### config.mk
export PLATFORM = sky130hd
export DESIGN_NAME = hamming_secded_decoder
export DESIGN_NICKNAME = d
export VERILOG_FILES = /design/src/rtl/hamming_secded_decoder.sv
export SDC_FILE = /design/constraint.sdc
export NUM_CORES = 1
export LEC_CHECK = 0
export BUFFER_PORTS_ARGS = -buffer_cell sky130_fd_sc_hd__clkbuf_2
export CAP_MARGIN = 20
export CORE_ASPECT_RATIO = 1.1
export CORE_UTILIZATION = 51
export CTS_CLUSTER_SIZE = 8
export DETAILED_ROUTE_END_ITERATION = 12
export PLACE_DENSITY = 0.92
export RECOVER_POWER = 50
export SLEW_MARGIN = 20
export SYNTH_ARGS = -nofsm -noshare
export SYNTH_HDL_FRONTEND = slang
export SYNTH_SLANG_ARGS = --single-unit
### constraint.sdc
create_clock -name clk -period 2.1 [get_ports clk]
set_input_delay 0.42 -clock clk [delete_from_list [all_inputs] [get_ports clk]]
set_output_delay 0.42 -clock clk [all_outputs]
set_load 0.03 [all_outputs]
### src/rtl/hamming_secded_decoder.sv
// Two-stage pipelined SECDED Hamming decoder with valid/ready flow control.
// Define HAMMING_DEC_ERR_CNT_EN to build the saturating corrected/uncorrected word counters.
module hamming_secded_decoder #(
  parameter  int DATA_WIDTH = 16,
  parameter  int CNT_WIDTH  = 16,
  localparam int P          = (DATA_WIDTH <= 4)  ? 3 :
                              (DATA_WIDTH <= 11) ? 4 :
                              (DATA_WIDTH <= 26) ? 5 :
                              (DATA_WIDTH <= 57) ? 6 : 7,
  localparam int ENC_WIDTH  = DATA_WIDTH + P + 1
) (
  input  logic                  clk,
  input  logic                  rst,
  input  logic [ENC_WIDTH-1:0]  in_data,
  input  logic                  in_valid,
  output logic                  in_ready,
  output logic [DATA_WIDTH-1:0] out_data,
  output logic                  out_valid,
  input  logic                  out_ready,
  output logic                  err_single,
  output logic                  err_double,
  input  logic                  cnt_clr,
  output logic [CNT_WIDTH-1:0]  corr_count,
  output logic [CNT_WIDTH-1:0]  uncorr_count
);

  logic                  adv;
  logic [P-1:0]          syn_d;
  logic                  ovp_d;
  logic                  s1_valid_q;
  logic [ENC_WIDTH-1:0]  s1_cw_q;
  logic [P-1:0]          s1_syn_q;
  logic                  s1_ovp_q;
  logic [ENC_WIDTH-1:0]  flip_d;
  logic [ENC_WIDTH-1:0]  corr_cw_d;
  logic                  single_d;
  logic                  double_d;
  logic [DATA_WIDTH-1:0] data_d;
  logic                  out_valid_q;
  logic [DATA_WIDTH-1:0] out_data_q;
  logic                  err_single_q;
  logic                  err_double_q;
  logic                  unused_cw_bits;

  // The whole pipeline moves as one unit whenever the output slot can be refilled.
  assign adv      = !out_valid_q || out_ready;
  assign in_ready = adv;

  always_comb begin
    // NOTE: every always_comb output gets a default first so no path infers a latch.
    syn_d = '0;
    for (int i = 0; i < ENC_WIDTH - 1; i++) begin
      for (int k = 0; k < P; k++) begin
        if ((((i + 1) >> k) & 1) != 0) syn_d[k] = syn_d[k] ^ in_data[i];
      end
    end
    ovp_d = ^in_data;
  end

  always_ff @(posedge clk or posedge rst) begin
    // NOTE: sequential state uses non-blocking assignments so all registers update together.
    if (rst) begin
      s1_valid_q <= 1'b0;
      s1_cw_q    <= '0;
      s1_syn_q   <= '0;
      s1_ovp_q   <= 1'b0;
    end else if (adv) begin
      s1_valid_q <= in_valid;
      s1_cw_q    <= in_data;
      s1_syn_q   <= syn_d;
      s1_ovp_q   <= ovp_d;
    end
  end

  // A syndrome beyond the last codeword position leaves flip_d empty: not correctable.
  always_comb begin
    flip_d = '0;
    for (int i = 0; i < ENC_WIDTH - 1; i++) begin
      if (int'(s1_syn_q) == i + 1) flip_d[i] = 1'b1;
    end
    single_d  = 1'b0;
    double_d  = 1'b0;
    corr_cw_d = s1_cw_q;
    if (s1_syn_q == '0) begin
      single_d = s1_ovp_q;
    end else if (s1_ovp_q && (flip_d != '0)) begin
      single_d  = 1'b1;
      corr_cw_d = s1_cw_q ^ flip_d;
    end else begin
      double_d = 1'b1;
    end
  end

  // Data bits occupy the non-power-of-two positions in ascending order.
  for (genvar pos = 1; pos < ENC_WIDTH; pos++) begin : g_extract
    if ((pos & (pos - 1)) != 0) begin : g_data
      assign data_d[pos - 1 - $clog2(pos + 1)] = corr_cw_d[pos - 1];
    end
  end

  assign unused_cw_bits = ^corr_cw_d;

  always_ff @(posedge clk or posedge rst) begin
    if (rst) begin
      out_valid_q  <= 1'b0;
      out_data_q   <= '0;
      err_single_q <= 1'b0;
      err_double_q <= 1'b0;
    end else if (adv) begin
      out_valid_q  <= s1_valid_q;
      out_data_q   <= data_d;
      err_single_q <= s1_valid_q && single_d;
      err_double_q <= s1_valid_q && double_d;
    end
  end

  assign out_valid  = out_valid_q;
  assign out_data   = out_data_q;
  assign err_single = err_single_q;
  assign err_double = err_double_q;

`ifdef HAMMING_DEC_ERR_CNT_EN
  logic                 out_xfer;
  logic [CNT_WIDTH-1:0] corr_q;
  logic [CNT_WIDTH-1:0] uncorr_q;

  assign out_xfer = out_valid_q && out_ready;

  // Counters saturate at all-ones; a clear takes priority over a same-cycle increment.
  always_ff @(posedge clk or posedge rst) begin
    if (rst) begin
      corr_q   <= '0;
      uncorr_q <= '0;
    end else if (cnt_clr) begin
      corr_q   <= '0;
      uncorr_q <= '0;
    end else begin
      if (out_xfer && err_single_q && (corr_q != '1))   corr_q   <= corr_q + 1'b1;
      if (out_xfer && err_double_q && (uncorr_q != '1)) uncorr_q <= uncorr_q + 1'b1;
    end
  end

  assign corr_count   = corr_q;
  assign uncorr_count = uncorr_q;
`else
  logic unused_cnt_clr;

  assign unused_cnt_clr = cnt_clr;
  assign corr_count     = '0;
  assign uncorr_count   = '0;
`endif

endmodule

==> run metrics, run 1 <==
Die W=roughly 70 um; RSZ-0062 raised after global routing=no; Layout area overhead=10.95%; setup tns final=0 ns; DR vias=1776; Iteration-0 DRC Markers=roughly 130; largest stage delay on the critical path=approximately 0.38 ns; Post-DP HPWL=3.506 mm; setup slack, reg-to-reg=around 0.44 ns; leading cell type by number of instances after synthesis=nand2_1; worst skew pair latency=0.30 ns; Initial Util=52.80%; clock-pin slew on the worst setup and hold paths=0.07 ns; DR pass1 iterations=4; crit path kind=reg -> out; placed cell areas=approximately 2600 um2; sequential-to-total area share from yosys stat=42.79%; share of cells above drive strength 1=between 15 and 20%; DRC=0; most frequent cells after synthesis=78 x nand2_1, 42 x dfrtp_1, 32 x buf_4; # rows=26; CTS HTree Levels=2; DR WL/cell=12.09 um; Post-CTS Repair Setup Buffers=0; GRT Overall Usage=19.24%; port bufs=45; num ports=79; Worst Setup End Kind=output pin; Post-Synthesis Cells=roughly 270; vias in the first global route=1549; Synth top area share=42.79%; die area=5098 um2; Startpoint Class=register; Final #Nets=346; Num CTS Buffers=5; Hold Crit Class=in -> reg; leakage power=0.001332 uW; cell taking the most area after synthesis=dfrtp_1; Final Hold Vio Count=0; Antenna Nets Post-Route=0; Pwr per Cell Area=1025 nW/um2; initial antenna violation count=0; Yosys reg bits=42; Min Hold Slack=~0.34 ns; PostCTS Resize Cnt=0; max-cap viol count=0; Die Ht=between 70 and 80 um; VDD IR max=0.0004484 V; CORE AREA=4652 um2; FFs w/ async S/R, synth=100.0%; Crit path arrival time=1.45 ns; Syn Std Cell Area=2456 um2; Worst Skew=0.009777 ns; dominant cells by area after synthesis=dfrtp_1 43%, nand2_1 12%, xnor2_1 11%, buf_4 9.8%, xor2_1 5.3%; worst slew pin tran=0.9961 ns; pin count of the biggest net entering global routing=55; Syn Area/Cell=8.997 um2; vias per inst=4.723; FMAX=534.1 MHz; Final setup violation count=0; post-synthesis cell type count=27; crit-path cells=nor2b_1, inv_1, clkbuf_2; RePlAce Congestion=0.8019; CP max-delay cell=dfrtp_1; number of synthesized flops with an enable pin=0; Worst EP required=1.68 ns; clock buffer depth=2; outcome=completed; CTS tree=built; antenna diode count=0; Tmin final=1.872 ns; Synthesis Warnings=0; Clock Sinks=42; clock root buffer=clkbuf_8; global route total overflow=0; drt total wl=about 4.5 mm; Main synth FF type=dfrtp_1; first-pass GRT wire length=between 7 and 8 mm; hold bufs inserted after CTS=0; design area=2725 um2; crit path max fanout=14; worst relative slew slack=33.59%; Final period util=89.16%; Slew Viols, Final=0
path summary, 6_finish.rpt:
| kind | start | end | cells past startpoint |
|---|---|---|---|
| hold reg to reg | out_data[5]$_DFFE_PP0P_ | out_data[5]$_DFFE_PP0P_ | 2 |
| max in group asynchronous | rst | out_data[6]$_DFFE_PP0P_ | 3 |
| min in group asynchronous | rst | out_data[14]$_DFFE_PP0P_ | 3 |
| setup reg to reg | s1_syn_q[4]$_DFFE_PP0P_ | out_data[5]$_DFFE_PP0P_ | 5 |
| setup / recovery | out_valid$_DFFE_PP0P_ | in_ready | 3 |
| hold / removal | in_valid | s1_valid_q$_DFFE_PP0P_ | 3 |
stage by stage:
step	worst slack (ns)	std cells	power, uW	utilization (%)
after CTS	0.2768	376	2813	58.85
after floorplan	0.1110	304	2036	-
after global placement	-0.01425	368	2229	56.80
after detailed placement	-0.03940	368	2282	56.80
final	0.2277	376	2794	58.58
after global routing	0.1500	376	2973	58.58
cell usage in the layout (no fill, tap or decap), drive strengths merged:
| cell | n |
|---|---|
| mux2 | 2 |
| a21oi | 4 |
| nor3 | 3 |
| nor2b | 3 |
| clkinv | 1 |
| xnor2 | 32 |
| nand4 | 1 |
| nor3b | 2 |
| o21ai | 20 |
| nand2 | 78 |
| conb | 32 |
| clkbuf | 53 |
| nand3 | 5 |
| xnor3 | 3 |
| nor4 | 2 |
| or4 | 1 |
| nand2b | 4 |
| buf | 5 |
| inv | 3 |
| nor2 | 6 |
| xor3 | 1 |
| nand3b | 1 |
| clkinvlp | 1 |
| xor2 | 15 |
| dfrtp | 42 |
critical path, delay by kind of cell, from the launching register on:
family | cells | cell delay [ns]
simple gates | 1 | 0.14
buf+inv | 2 | 0.64
flops | 1 | 0.38
kinds of logic (layout without fill, tap and decap cells):
logic type | after synthesis | after routing | share of synthesized area [%]
other cells | 1 | 32 | 0.1527
flops | 42 | 42 | 42.79
simple gates | 106 | 106 | 18.24
xor+xnor | 51 | 51 | 20.78
compound gates | 24 | 24 | 4.891
mux | 2 | 2 | 1.070
buf+inv | 47 | 63 | 12.07
power by group:
part | internal [uW] | switching (uW)
Combinational | 407 | 643
Clock | 264 | 271
Sequential | 996 | 213
Total | 1670 | 1130
metal layers:
metal	GRT usage [%]	vias up	wire (um)
met5	0	-	0
met3	3.939	4	287
met1	25.05	802	1920
met4	6.713	0	34
li1	-	901	-
met2	31.70	69	2303
flip-flops by register name, indices dropped and copies added, names as in the netlist:
signal      cells
err_double      1
err_single      1
out_data       16
out_valid       1
s1_cw_q        16
s1_ovp_q        1
s1_syn_q        5
s1_valid_q      1
layout make-up:
cell class                 count  area, um2
clock buffer                   6      82.58
clock inverter                 2      12.51
fill                         418       1927
inverter                       3      11.26
multi-input combinational    215       1225
sequential                    42       1051
tap                           56      70.07
timing repair buffer          52      272.8
No activity file was read; power rests on OpenSTA's default activity.
==> run 2: changes to the inputs <==
--- a/config.mk
+++ b/config.mk
@@ -8,10 +8,10 @@
 export BUFFER_PORTS_ARGS = -buffer_cell sky130_fd_sc_hd__clkbuf_2
 export CAP_MARGIN = 20
 export CORE_ASPECT_RATIO = 1.1
-export CORE_UTILIZATION = 51
+export CORE_UTILIZATION = 45
 export CTS_CLUSTER_SIZE = 8
 export DETAILED_ROUTE_END_ITERATION = 12
-export PLACE_DENSITY = 0.92
+export PLACE_DENSITY = 0.84
 export RECOVER_POWER = 50
 export SLEW_MARGIN = 20
 export SYNTH_ARGS = -nofsm -noshare
==> run metrics, run 2 (synthesized netlist as in run 1, its figures left out) <==
Clock Sinks=42; leakage power=0.001340 uW; Num CTS Buffers=5; setup slack, reg-to-reg=around 0.45 ns; DR WL/cell=between 10 and 15 um; Post-DP HPWL=between 3 and 4 mm; drt total wl=roughly 4.4 mm; die area=5758 um2; Hold Crit Class=in -> reg; initial antenna violation count=0; antenna diode count=0; port bufs=45; commonest non-fill, non-tap cells in the layout=78 x nand2_1, 47 x clkbuf_2, 42 x dfrtp_1; worst hold path cell count=3; clock buffer depth=2; Seq pwr share=43.7%; worst slew pin tran=0.9813 ns; Startpoint Class=register; Antenna Nets Post-Route=0; PostCTS Resize Cnt=0; Tmin final=1.868 ns; crit path kind=reg -> out; Post-CTS Repair Setup Buffers=0; worst relative slew slack=between 30% and 40%; CTS tree=built; clock-pin slew on the worst setup and hold paths=0.07 ns; Final setup violation count=0; Die W=72.44 um; Slew Viols, Final=0; VDD IR max=0.0004493 V; RePlAce Congestion=~0.81; Worst Setup End Kind=output pin; # rows=27; outcome=completed; min-delay src=in_valid; reg2reg path depth=5; hold bufs inserted after CTS=0; vias per inst=4.474; Crit path arrival time=1.45 ns; global route total overflow=0; Comb pwr share=37.8%; clock root buffer=clkbuf_8; Iteration-0 DRC Markers=85; Hold Crit Endpoint=s1_valid_q$_DFFE_PP0P_; vias in the first global route=around 1.7k; GRT Overall Usage=about 17%; CORE AREA=5135 um2; RSZ-0062 raised after global routing=no; clock share of power=between 10% and 20%; Layout area overhead=11.92%; Worst Skew=0.003848 ns; first-pass GRT wire length=7.445 mm; DR vias=1754; share of cells above drive strength 1=19.69%; Util after Layout=53.53%; Final period util=approximately nine tenths; worst skew pair latency=around 0.29 ns; Min Hold Slack=0.3280 ns; Sw Share=roughly 40%; Initial Util=47.83%; Final #Nets=346; Die Ht=a little under 80 um; DRC=0; pin count of the biggest net entering global routing=55; worst r2r src=s1_syn_q[2]$_DFFE_PP0P_; num ports=79; Pwr per Cell Area=1009 nW/um2; Final Hold Vio Count=0; CTS HTree Levels=2; FMAX=535.3 MHz; Internal Dissipation=between 1500 and 2000 uW; Worst EP required=around 1.7 ns; crit path max fanout=15; FF-to-FF End=out_data[14]$_DFFE_PP0P_; Sw Pwr=between 1000 and 1500 uW; DR pass1 iterations=4; max-cap viol count=0; # fillers=between 400 and 500; commonest non-fill, non-tap cell in the layout=nand2_1
[run 2: cell count changes in the layout (fill, tap and decap cells not counted)]
| cell | change |
|---|---|
| clkinvlp_4 | -1 |
| nor2b_1 | -1 |
| clkbuf_1 | +1 |
| nor2b_4 | +1 |
[run 2: stage by stage]
stage / total power (uW) / setup slack [ns] / instances / area, um2 / TNS (ns)
2_1_floorplan: 2036 / 0.1110 / 304 / 2572 / 0
3_3_place_gp: 2235 / -0.03193 / 384 / 2663 / -0.03193
3_5_place_dp: 2275 / -0.04028 / 384 / 2663 / -0.04028
4_1_cts: 2794 / 0.2732 / 392 / 2754 / 0
5_1_grt: 2955 / 0.1253 / 392 / 2749 / 0
6_report: 2772 / 0.2320 / 392 / 2749 / 0
[run 2: metal layers]
layer  routed length [um]  global-route usage [%]  vias to the layer above
met3                  317                   5.051                        6
li1                     -                       -                      888
met5                    0                       0                        -
met1                 1862                   20.59                      790
met4                   51                   6.275                        0
met2                 2148                   27.48                       70
[run 2: worst max-delay path, stage by stage (launching register included)]
cell and delay [ns]:
dfrtp_1 0.38, nor2b_4 0.13, inv_1 0.36, clkbuf_2 0.29
[run 2: how the worst max path moves through the flow]
stage,slack [ns],endpoint,from,cells past startpoint
CTS,0.27,s1_ovp_q$_DFFE_PP0P_,in_data[20],6
floorplan,0.11,s1_ovp_q$_DFFE_PP0P_,in_data[20],5
global placement,-0.03,s1_ovp_q$_DFFE_PP0P_,in_data[20],6
global route,0.13,in_ready,out_valid$_DFFE_PP0P_,3
detailed placement,-0.04,s1_ovp_q$_DFFE_PP0P_,in_data[20],6
finish,0.23,in_ready,out_valid$_DFFE_PP0P_,3
[run 2: area by class of cell]
cell class | count | area (um2) | share of cell area [%]
inverter | 3 | 11.26 | 0.4096
tap | 72 | 90.09 | 3.277
timing repair buffer | 52 | 272.8 | 9.923
sequential | 42 | 1051 | 38.23
clock buffer | 7 | 86.33 | 3.141
multi-input combinational | 215 | 1232 | 44.83
clock inverter | 1 | 5.005 | 0.1821
[run 2: power by group through the flow]
stage | Sequential, uW | Combinational [uW] | Clock [uW]
6_report | 1210 | 1050 | 512
5_1_grt | 1240 | 1150 | 561
4_1_cts | 1210 | 1060 | 528
3_5_place_dp | 1220 | 1050 | 0
3_3_place_gp | 1210 | 1030 | 0
2_1_floorplan | 1300 | 738 | 0
